$ cat config.mk
export PLATFORM = sky130hd
export DESIGN_NAME = load_store_unit
export DESIGN_NICKNAME = d
export VERILOG_FILES = /design/src/rtl/load_store_unit.sv
export SDC_FILE = /design/constraint.sdc
export NUM_CORES = 1
export LEC_CHECK = 0
export BUFFER_PORTS_ARGS = -buffer_cell sky130_fd_sc_hd__buf_2
export CAP_MARGIN = 20
export CORE_UTILIZATION = 30
export CTS_BUF_LIST = sky130_fd_sc_hd__clkbuf_8
export DETAILED_ROUTE_END_ITERATION = 16
export SKIP_LAST_GASP = 1
export SLEW_MARGIN = 10
export SYNTH_ARGS = -nofsm -noshare
export SYNTH_HDL_FRONTEND = slang
export SYNTH_SLANG_ARGS = --single-unit
$ cat constraint.sdc
create_clock -name clk -period 1.59 [get_ports clk]
set_input_delay 0.0795 -clock clk [delete_from_list [all_inputs] [get_ports clk]]
set_output_delay 0.0795 -clock clk [all_outputs]
set_load 0.05 [all_outputs]
$ cat src/rtl/load_store_unit.sv
// Memory-access stage: byte/half/word loads and stores against a word-wide memory,
// with alignment/range checking and read-modify-write for sub-word stores.
module load_store_unit #(
    parameter int MEM_BYTES = 128
) (
    input  logic        clk,
    input  logic        reset,
    input  logic        req,
    input  logic        we,
    input  logic [1:0]  size,
    input  logic        is_unsigned,
    input  logic [31:0] addr,
    input  logic [31:0] wdata,
    output logic        ready,
    output logic        done,
    output logic        err,
    output logic [31:0] rdata,
    output logic [31:0] mem_addr,
    output logic [31:0] mem_wdata,
    output logic        mem_read,
    output logic        mem_write,
    input  logic [31:0] mem_rdata
);
    // Handshake: a request is taken on a rising edge where req=1 and ready=1;
    // done pulses for one cycle with err and rdata valid, and ready returns next cycle.
    localparam logic [1:0] S_IDLE  = 2'd0;
    localparam logic [1:0] S_READ  = 2'd1;
    localparam logic [1:0] S_WRITE = 2'd2;
    localparam logic [1:0] S_RESP  = 2'd3;

    localparam logic [31:0] ADDR_LIMIT = 32'(MEM_BYTES);

    logic [1:0]  state;
    logic        we_q;
    logic [1:0]  size_q;
    logic        uns_q;
    logic [31:0] addr_q;
    logic [31:0] wdata_q;
    logic [31:0] word_q;
    logic        err_q;

    logic        bad_req;
    logic [31:0] shifted;
    logic [31:0] load_val;
    logic [31:0] merged;
    logic        mem_active;

    assign bad_req = (size == 2'b11)
                   || (size == 2'b10 && addr[1:0] != 2'b00)
                   || (size == 2'b01 && addr[0])
                   || (addr >= ADDR_LIMIT);

    // Right-justify the addressed lane; halfword addresses are even so bits [15:0] hold it.
    assign shifted = mem_rdata >> {addr_q[1:0], 3'b000};

    always_comb begin
        load_val = mem_rdata;
        case (size_q)
            2'b00:   load_val = {{24{~uns_q & shifted[7]}}, shifted[7:0]};
            2'b01:   load_val = {{16{~uns_q & shifted[15]}}, shifted[15:0]};
            default: load_val = mem_rdata;
        endcase
    end

    always_comb begin
        merged = word_q;
        case (size_q)
            2'b00: begin
                for (int k = 0; k < 4; k++) begin
                    if (addr_q[1:0] == 2'(k)) merged[8*k +: 8] = wdata_q[7:0];
                end
            end
            2'b01: begin
                if (addr_q[1]) merged[31:16] = wdata_q[15:0];
                else           merged[15:0]  = wdata_q[15:0];
            end
            default: merged = wdata_q;
        endcase
    end

    always_ff @(posedge clk) begin
        if (reset) begin
            state   <= S_IDLE;
            we_q    <= 1'b0;
            size_q  <= 2'b00;
            uns_q   <= 1'b0;
            addr_q  <= 32'h0;
            wdata_q <= 32'h0;
            word_q  <= 32'h0;
            err_q   <= 1'b0;
            rdata   <= 32'h0;
        end else begin
            case (state)
                S_IDLE: begin
                    if (req) begin
                        we_q    <= we;
                        size_q  <= size;
                        uns_q   <= is_unsigned;
                        addr_q  <= addr;
                        wdata_q <= wdata;
                        err_q   <= bad_req;
                        if (bad_req)                    state <= S_RESP;
                        else if (we && size == 2'b10)   state <= S_WRITE;
                        else                            state <= S_READ;
                    end
                end
                S_READ: begin
                    word_q <= mem_rdata;
                    if (we_q) begin
                        state <= S_WRITE;
                    end else begin
                        rdata <= load_val;
                        state <= S_RESP;
                    end
                end
                S_WRITE: state <= S_RESP;
                default: state <= S_IDLE;
            endcase
        end
    end

    // Enables are killed while reset is high so a reset landing in WRITE commits nothing.
    assign mem_active = (state == S_READ || state == S_WRITE) && !reset;
    assign mem_read   = (state == S_READ)  && !reset;
    assign mem_write  = (state == S_WRITE) && !reset;
    assign mem_addr   = mem_active ? {addr_q[31:2], 2'b00} : 32'h0;
    assign mem_wdata  = mem_write ? merged : 32'h0;

    assign ready = (state == S_IDLE);
    assign done  = (state == S_RESP);
    assign err   = (state == S_RESP) && err_q;
endmodule

==> metrics.cfg, run 1 <==
[setup_path]
r2r_setup_slack_ps=-300
worstPathMaxFanout=8
critical_path_arrival_ps=1960
cp_common_cell=buf_6
critPathMaxStageDelay_ps=370
path_cells=nand2b_4 -> buf_6 -> a21oi_4 -> buf_12 -> mux2i_4 -> nor2_4 -> buf_6
startpoint_type=flop
worstPathRequired_ps=1510
criticalPathCategory=flop to output port
critical_path.slowest_cell=dfxtp_4
worst_setup_path_end_kind=output port

[global_routing]
globalRouteOverflowTotal=0
grt_pass1_wl_mm=38.7
grt_use_total_pct=23.3
antenna_found_initial=0
grt_pass1_vias=7095
grt_max_degree=65

[floorplan]
die_area_sq_um=21400
initial_utilization_pct=30.7
core_area_sq_um=20400
num_rows=52
io_pins=204
die_width_um=146
fp.dieH_um=146

[logic_synthesis]
synthTopCellsByArea=dfxtp_1 43%, nand2_1 10%, a21oi_1 8.2%, mux2i_1 7.0%, nor2_1 4.1%
synth_commonest_cells=168 x nand2_1, 135 x dfxtp_1, 102 x a21oi_1, 68 x nor2_1, 44 x mux2i_1
synth.distinct_cells=47
syn_inst=781
ys_async_sr_fraction_pct=0
synth.cell_area_sq_um=6260
synth_edf_count=0
synth_most_common_cell=nand2_1
yosys_warnings=0
synth_top_cell_by_area=dfxtp_1
ys.flop_type=dfxtp_1
synth_seq_cells=135
avgSynthCellArea_sq_um=8.01
synth-seq-area-share_pct=43.2
synth_top_area_share_pct=43.2

[sta]
hold_violations=0
relSlewSlack_pct=54.3
period_needed_ps=2040
post-route-period-util_pct=128
final.setup.tns_ps=-30630
rsz0062_at_grt=true
max_freq_mhz=491
finalClockSkew_ps=12.6
worst_slack_ps=-447
setup_viol=93
tightest_slew_ps=685
drv_slew=0

[route]
drtAntennaViolNets=0
vias=7060
wl_per_cell_um=18.1
firstDrtPassIters=7
via_per_inst=5.03
first_iter_violations=558
wirelength_mm=25.4
drc=0

[clocking]
clkTransAtPathRegs_ps=80
cts_max_path_buffers=2
htreeDepth=4
tritoncts=yes
clk_latency_ps=460
root_buffer=clkbuf_8
cts_sinks=135
cts_buffers=17

[finish]
drive_gt1_share_pct=41.8
fin_cells=1404
antennaDiodeCount=0
seq_area_sq_um=2720
fin_area_sq_um=11300
multi_input_area_sq_um=4200
fin_nets=1228
final_util_pct=55.3
syn_to_final_growth_pct=79.9
fill_cells=1744

[place]
placed_area_sq_um=8330
placed_cells=1245
gp_congestion=0.852
placement.io_buffers=201
place.detailed.hpwl_mm=16.2

[pwr]
clkPwrFrac_pct=19.4
p_leak_nw=4.46
peakVddDrop_uv=635
pwr-share-comb_pct=51.0
power_mw=16.2
internal_power_mw=9.27
pwr_density_cell_nw_per_um2=1440
p_switching_mw=6.88
p_sw_share_pct=42.6
p_seq_share_pct=29.7

[status]
status=finished with violations
violations=setup timing

[hold_path]
hold_class=input port to flop

[flow_run]
maxCapViolations=0

[through the flow]
step           setup WS (ps)  hold WS [ps]
6_report                -447          40.5
5_1_grt                 -555          29.9
4_1_cts                 -472          13.1
3_5_place_dp            -220           328
3_3_place_gp            -240           326
2_1_floorplan           -135           215
[worst max-delay path: cells and delay by family, from the launching register on]
family | cells | cell delay, ps
buf+inv | 3 | 470
simple gates | 2 | 220
flops | 1 | 370
mux | 1 | 280
compound gates | 1 | 150
[cell families (layout without fill, tap and decap cells)]
family | Yosys count | count (layout) | synth area share, %
simple gates | 304 | 304 | 20.8
compound gates | 213 | 213 | 21.7
flops | 135 | 135 | 43.2
buf+inv | 72 | 424 | 4.94
mux | 52 | 52 | 8.54
fa+ha+maj | 4 | 4 | 0.800
other cells | 1 | 2 | 0.0599
[sequential cells by signal (all words and copies together), names as in the netlist, 2 cells and up]
name	cells
rdata	32
addr_q	32
size_q	2
word_q	32
state	2
wdata_q	32
[layer usage]
layer / track usage, % / vias to the layer above / share of wire [%]
li1: - / 3413 / -
met1: 29.6 / 3335 / 43
met2: 38.6 / 258 / 49
met3: 4.72 / 54 / 5.8
met4: 9.64 / 0 / 2.4
met5: 0 / - / 0
[layout by cell type (no fill, tap or decap), types with 5 or more instances in the layout]
master,n
a21oi_1,96
nor2_1,44
o21ai_0,27
dlygate4sd3_1,100
buf_4,49
nand3_1,6
and2_4,30
o21ai_1,5
mux2i_1,35
buf_8,38
buf_12,17
dfxtp_1,129
o211a_1,8
o21ai_2,10
a221oi_2,5
a22oi_2,6
clkinvlp_4,7
a21oi_2,7
a22o_1,9
a311oi_4,8
a222oi_1,15
nand2_4,7
mux2i_4,9
buf_6,43
nor2_4,24
clkbuf_8,18
mux2_2,6
nand2_1,155
buf_2,135
[final cells by class]
cell class | count | area share [%]
multi-input combinational | 575 | 37.3
timing repair buffer | 385 | 31.3
sequential | 135 | 24.2
tap | 270 | 3.00
clock buffer | 18 | 2.20
clock inverter | 14 | 1.62
inverter | 6 | 0.334
timing repair inverter | 1 | 0.0667
[final timing paths]
path,startpoint,to,cells after the start
setup / recovery,size_q[0],mem_wdata[3],7
hold / removal,reset,state[1],4
setup reg to reg,addr_q[1],rdata[13],7
hold reg to reg,addr_q[8],addr_q[8],2
[power by group through the flow]
stage / Sequential (mW) / Clock (mW) / Combinational (mW)
floorplan: 5.52 / 0 / 3.62
detailed placement: 4.71 / 0 / 6.53
CTS: 4.74 / 3.18 / 7.94
finish: 4.79 / 3.13 / 8.24
global route: 4.87 / 3.33 / 8.73
global placement: 4.71 / 0 / 6.50
[timing repair]
| item | in CTS | in global routing |
|---|---|---|
| pin swaps | 43 | 43 |
| hold buffers | 100 | 0 |
| buffers inserted | 26 | 6 |
| cloned | 4 | 2 |
| endpoints found under the hold margin | 125 | 0 |
| gates resized for setup | 272 | 72 |
| endpoints found under the setup margin | 74 | 125 |
Power figures use the tool's default switching activity.
==> run 2: changes to the inputs <==
--- a/config.mk
+++ b/config.mk
@@ -10,6 +10,7 @@
 export CORE_UTILIZATION = 30
 export CTS_BUF_LIST = sky130_fd_sc_hd__clkbuf_8
 export DETAILED_ROUTE_END_ITERATION = 16
+export SKIP_CTS_REPAIR_TIMING = 1
 export SKIP_LAST_GASP = 1
 export SLEW_MARGIN = 10
 export SYNTH_ARGS = -nofsm -noshare
==> constraint.sdc (replaced) <==
create_clock -name clk -period 2.4 [get_ports clk]
set_input_delay 0.12 -clock clk [delete_from_list [all_inputs] [get_ports clk]]
set_output_delay 0.12 -clock clk [all_outputs]
set_load 0.05 [all_outputs]
==> run 2 against run 1 <==
- the flow finishes with violations (hold timing)
- worst setup slack gained 540 ps
- via count shrank 4.6%
- worst hold slack got worse by 42 ps
- clock power is 40% lower
- cell area decreased by 21%
- non-clock buffer count fell by 65
- clock-buffer cell count stayed put
- clock skew increased by 0.97 ps
- critical endpoint is now mem_wdata[13]
- sequential power fell by 36%
==> metrics.cfg, run 2 (same netlist as run 1, synthesis figures left out) <==
[floorplan]
initial_utilization_pct=30.7
io_pins=204
core_area_sq_um=20400
die_area_sq_um=21400
fp.dieH_um=146
die_width_um=146
num_rows=52

[finish]
final_common_cell=buf_2
final_util_pct=43.6
fin_nets=1162
layout_common_cells=199 x buf_2, 167 x nand2_1, 134 x dfxtp_1, 102 x a21oi_1, 95 x dlygate4sd3_1
antennaDiodeCount=0
syn_to_final_growth_pct=41.9
drive_gt1_share_pct=25.9
fill_cells=2067

[route]
wl_per_cell_um=17.0
wirelength_mm=22.8
drc=0
via_per_inst=5.03
first_iter_violations=375
vias=6733
firstDrtPassIters=7
drtAntennaViolNets=0

[setup_path]
criticalPathCategory=flop to output port
startpoint_type=flop
critical_path.slowest_cell=a222oi_1
path_cells=buf_6 -> nand2b_1 -> nand2_1 -> a222oi_1 -> nor2_1 -> buf_2
worstPathRequired_ps=2280
critical_path_arrival_ps=2190
worst_setup_path_end_kind=output port
critPathMaxStageDelay_ps=430
worstPathMaxFanout=24

[sta]
post-route-period-util_pct=96.2
worst_hold_slack_ps=-1.75
final.setup.tns_ps=0
worst_slack_ps=91.4
tightest_slew_ps=712
max_freq_mhz=433
drv_slew=0
rsz0062_at_grt=false
period_needed_ps=2310
relSlewSlack_pct=52.6
setup_viol=0
hold_violations=1
finalClockSkew_ps=13.6

[place]
placement.io_buffers=201
place_ws_ps=377
place.detailed.hpwl_mm=15.8
gp_congestion=0.854

[global_routing]
grt_pass1_vias=5897
grt_util_met3_pct=5.66
antenna_found_initial=0
globalRouteOverflowTotal=0
met1_usage_pct=27.0
top_usage_layer=met2
grt_max_degree=67
met2_usage_pct=30.5
grt_pass1_wl_mm=33.1
grt_use_total_pct=19.8

[clocking]
tritoncts=yes
clkTransAtPathRegs_ps=80
htreeDepth=4
cts_buffers=17
clk_latency_ps=450
root_buffer=clkbuf_8
cts_sinks=135
cts_max_path_buffers=2

[pwr]
peakVddDrop_uv=479
p_leak_nw=3.80
power_mw=8.80
pwr_density_cell_nw_per_um2=991

[hold_path]
hold_class=input port to flop

[flow_run]
maxCapViolations=0

[status]
status=finished with violations
violations=hold timing

run 2: changes by cell type in the layout (fill, tap and decap cells not counted), sizes merged, moves of 2 or more:
| cell | delta |
|---|---|
| dlygate4sd3 | -5 |
| bufinv | -2 |
| buf | -58 |
| clkinv | +2 |
| inv | +2 |
| clkinvlp | -3 |
run 2: final cells by class:
| cell class | count | area [sq um] | area share (%) |
|---|---|---|---|
| clock inverter | 14 | 136 | 1.54 |
| tap | 270 | 338 | 3.81 |
| inverter | 6 | 26.3 | 0.296 |
| timing repair buffer | 320 | 2160 | 24.4 |
| clock buffer | 18 | 248 | 2.79 |
| multi-input combinational | 575 | 3260 | 36.8 |
| sequential | 135 | 2700 | 30.5 |
run 2: critical path, delay by kind of cell, from the launching register on:
kind,cells,cell delay [ps]
DFF,1,370
AOI/OAI and AO/OA,1,430
buffers and inverters,2,460
and+or+nand+nor,3,470
run 2: metrics by stage:
stage                     instance area [sq um]  std cells
after floorplan                            6270        782
after detailed placement                   7500       1209
after global routing                       8880       1338
after global placement                     7500       1209
after CTS                                  7880       1241
final                                      8880       1338
run 2: path summary, 6_finish.rpt:
check,startpoint,end,slack [ps],cells past startpoint
worst min-delay path,mem_rdata[9],word_q[9],-2,3
worst min register to register,addr_q[20],addr_q[20],450,2
worst max-delay path,addr_q[1],mem_wdata[13],90,6
worst max register to register,state[1],rdata[26],320,7
run 2: routing by layer:
metal,vias up,share of wire [%]
met5,-,0
met4,0,1.5
met3,25,7.4
met2,290,46
met1,3152,45
li1,3266,-
run 2: power by group:
group / switching [mW] / internal (mW)
Sequential: 0.331 / 2.75
Combinational: 2.62 / 1.21
Clock: 0.943 / 0.938
Total: 3.90 / 4.90
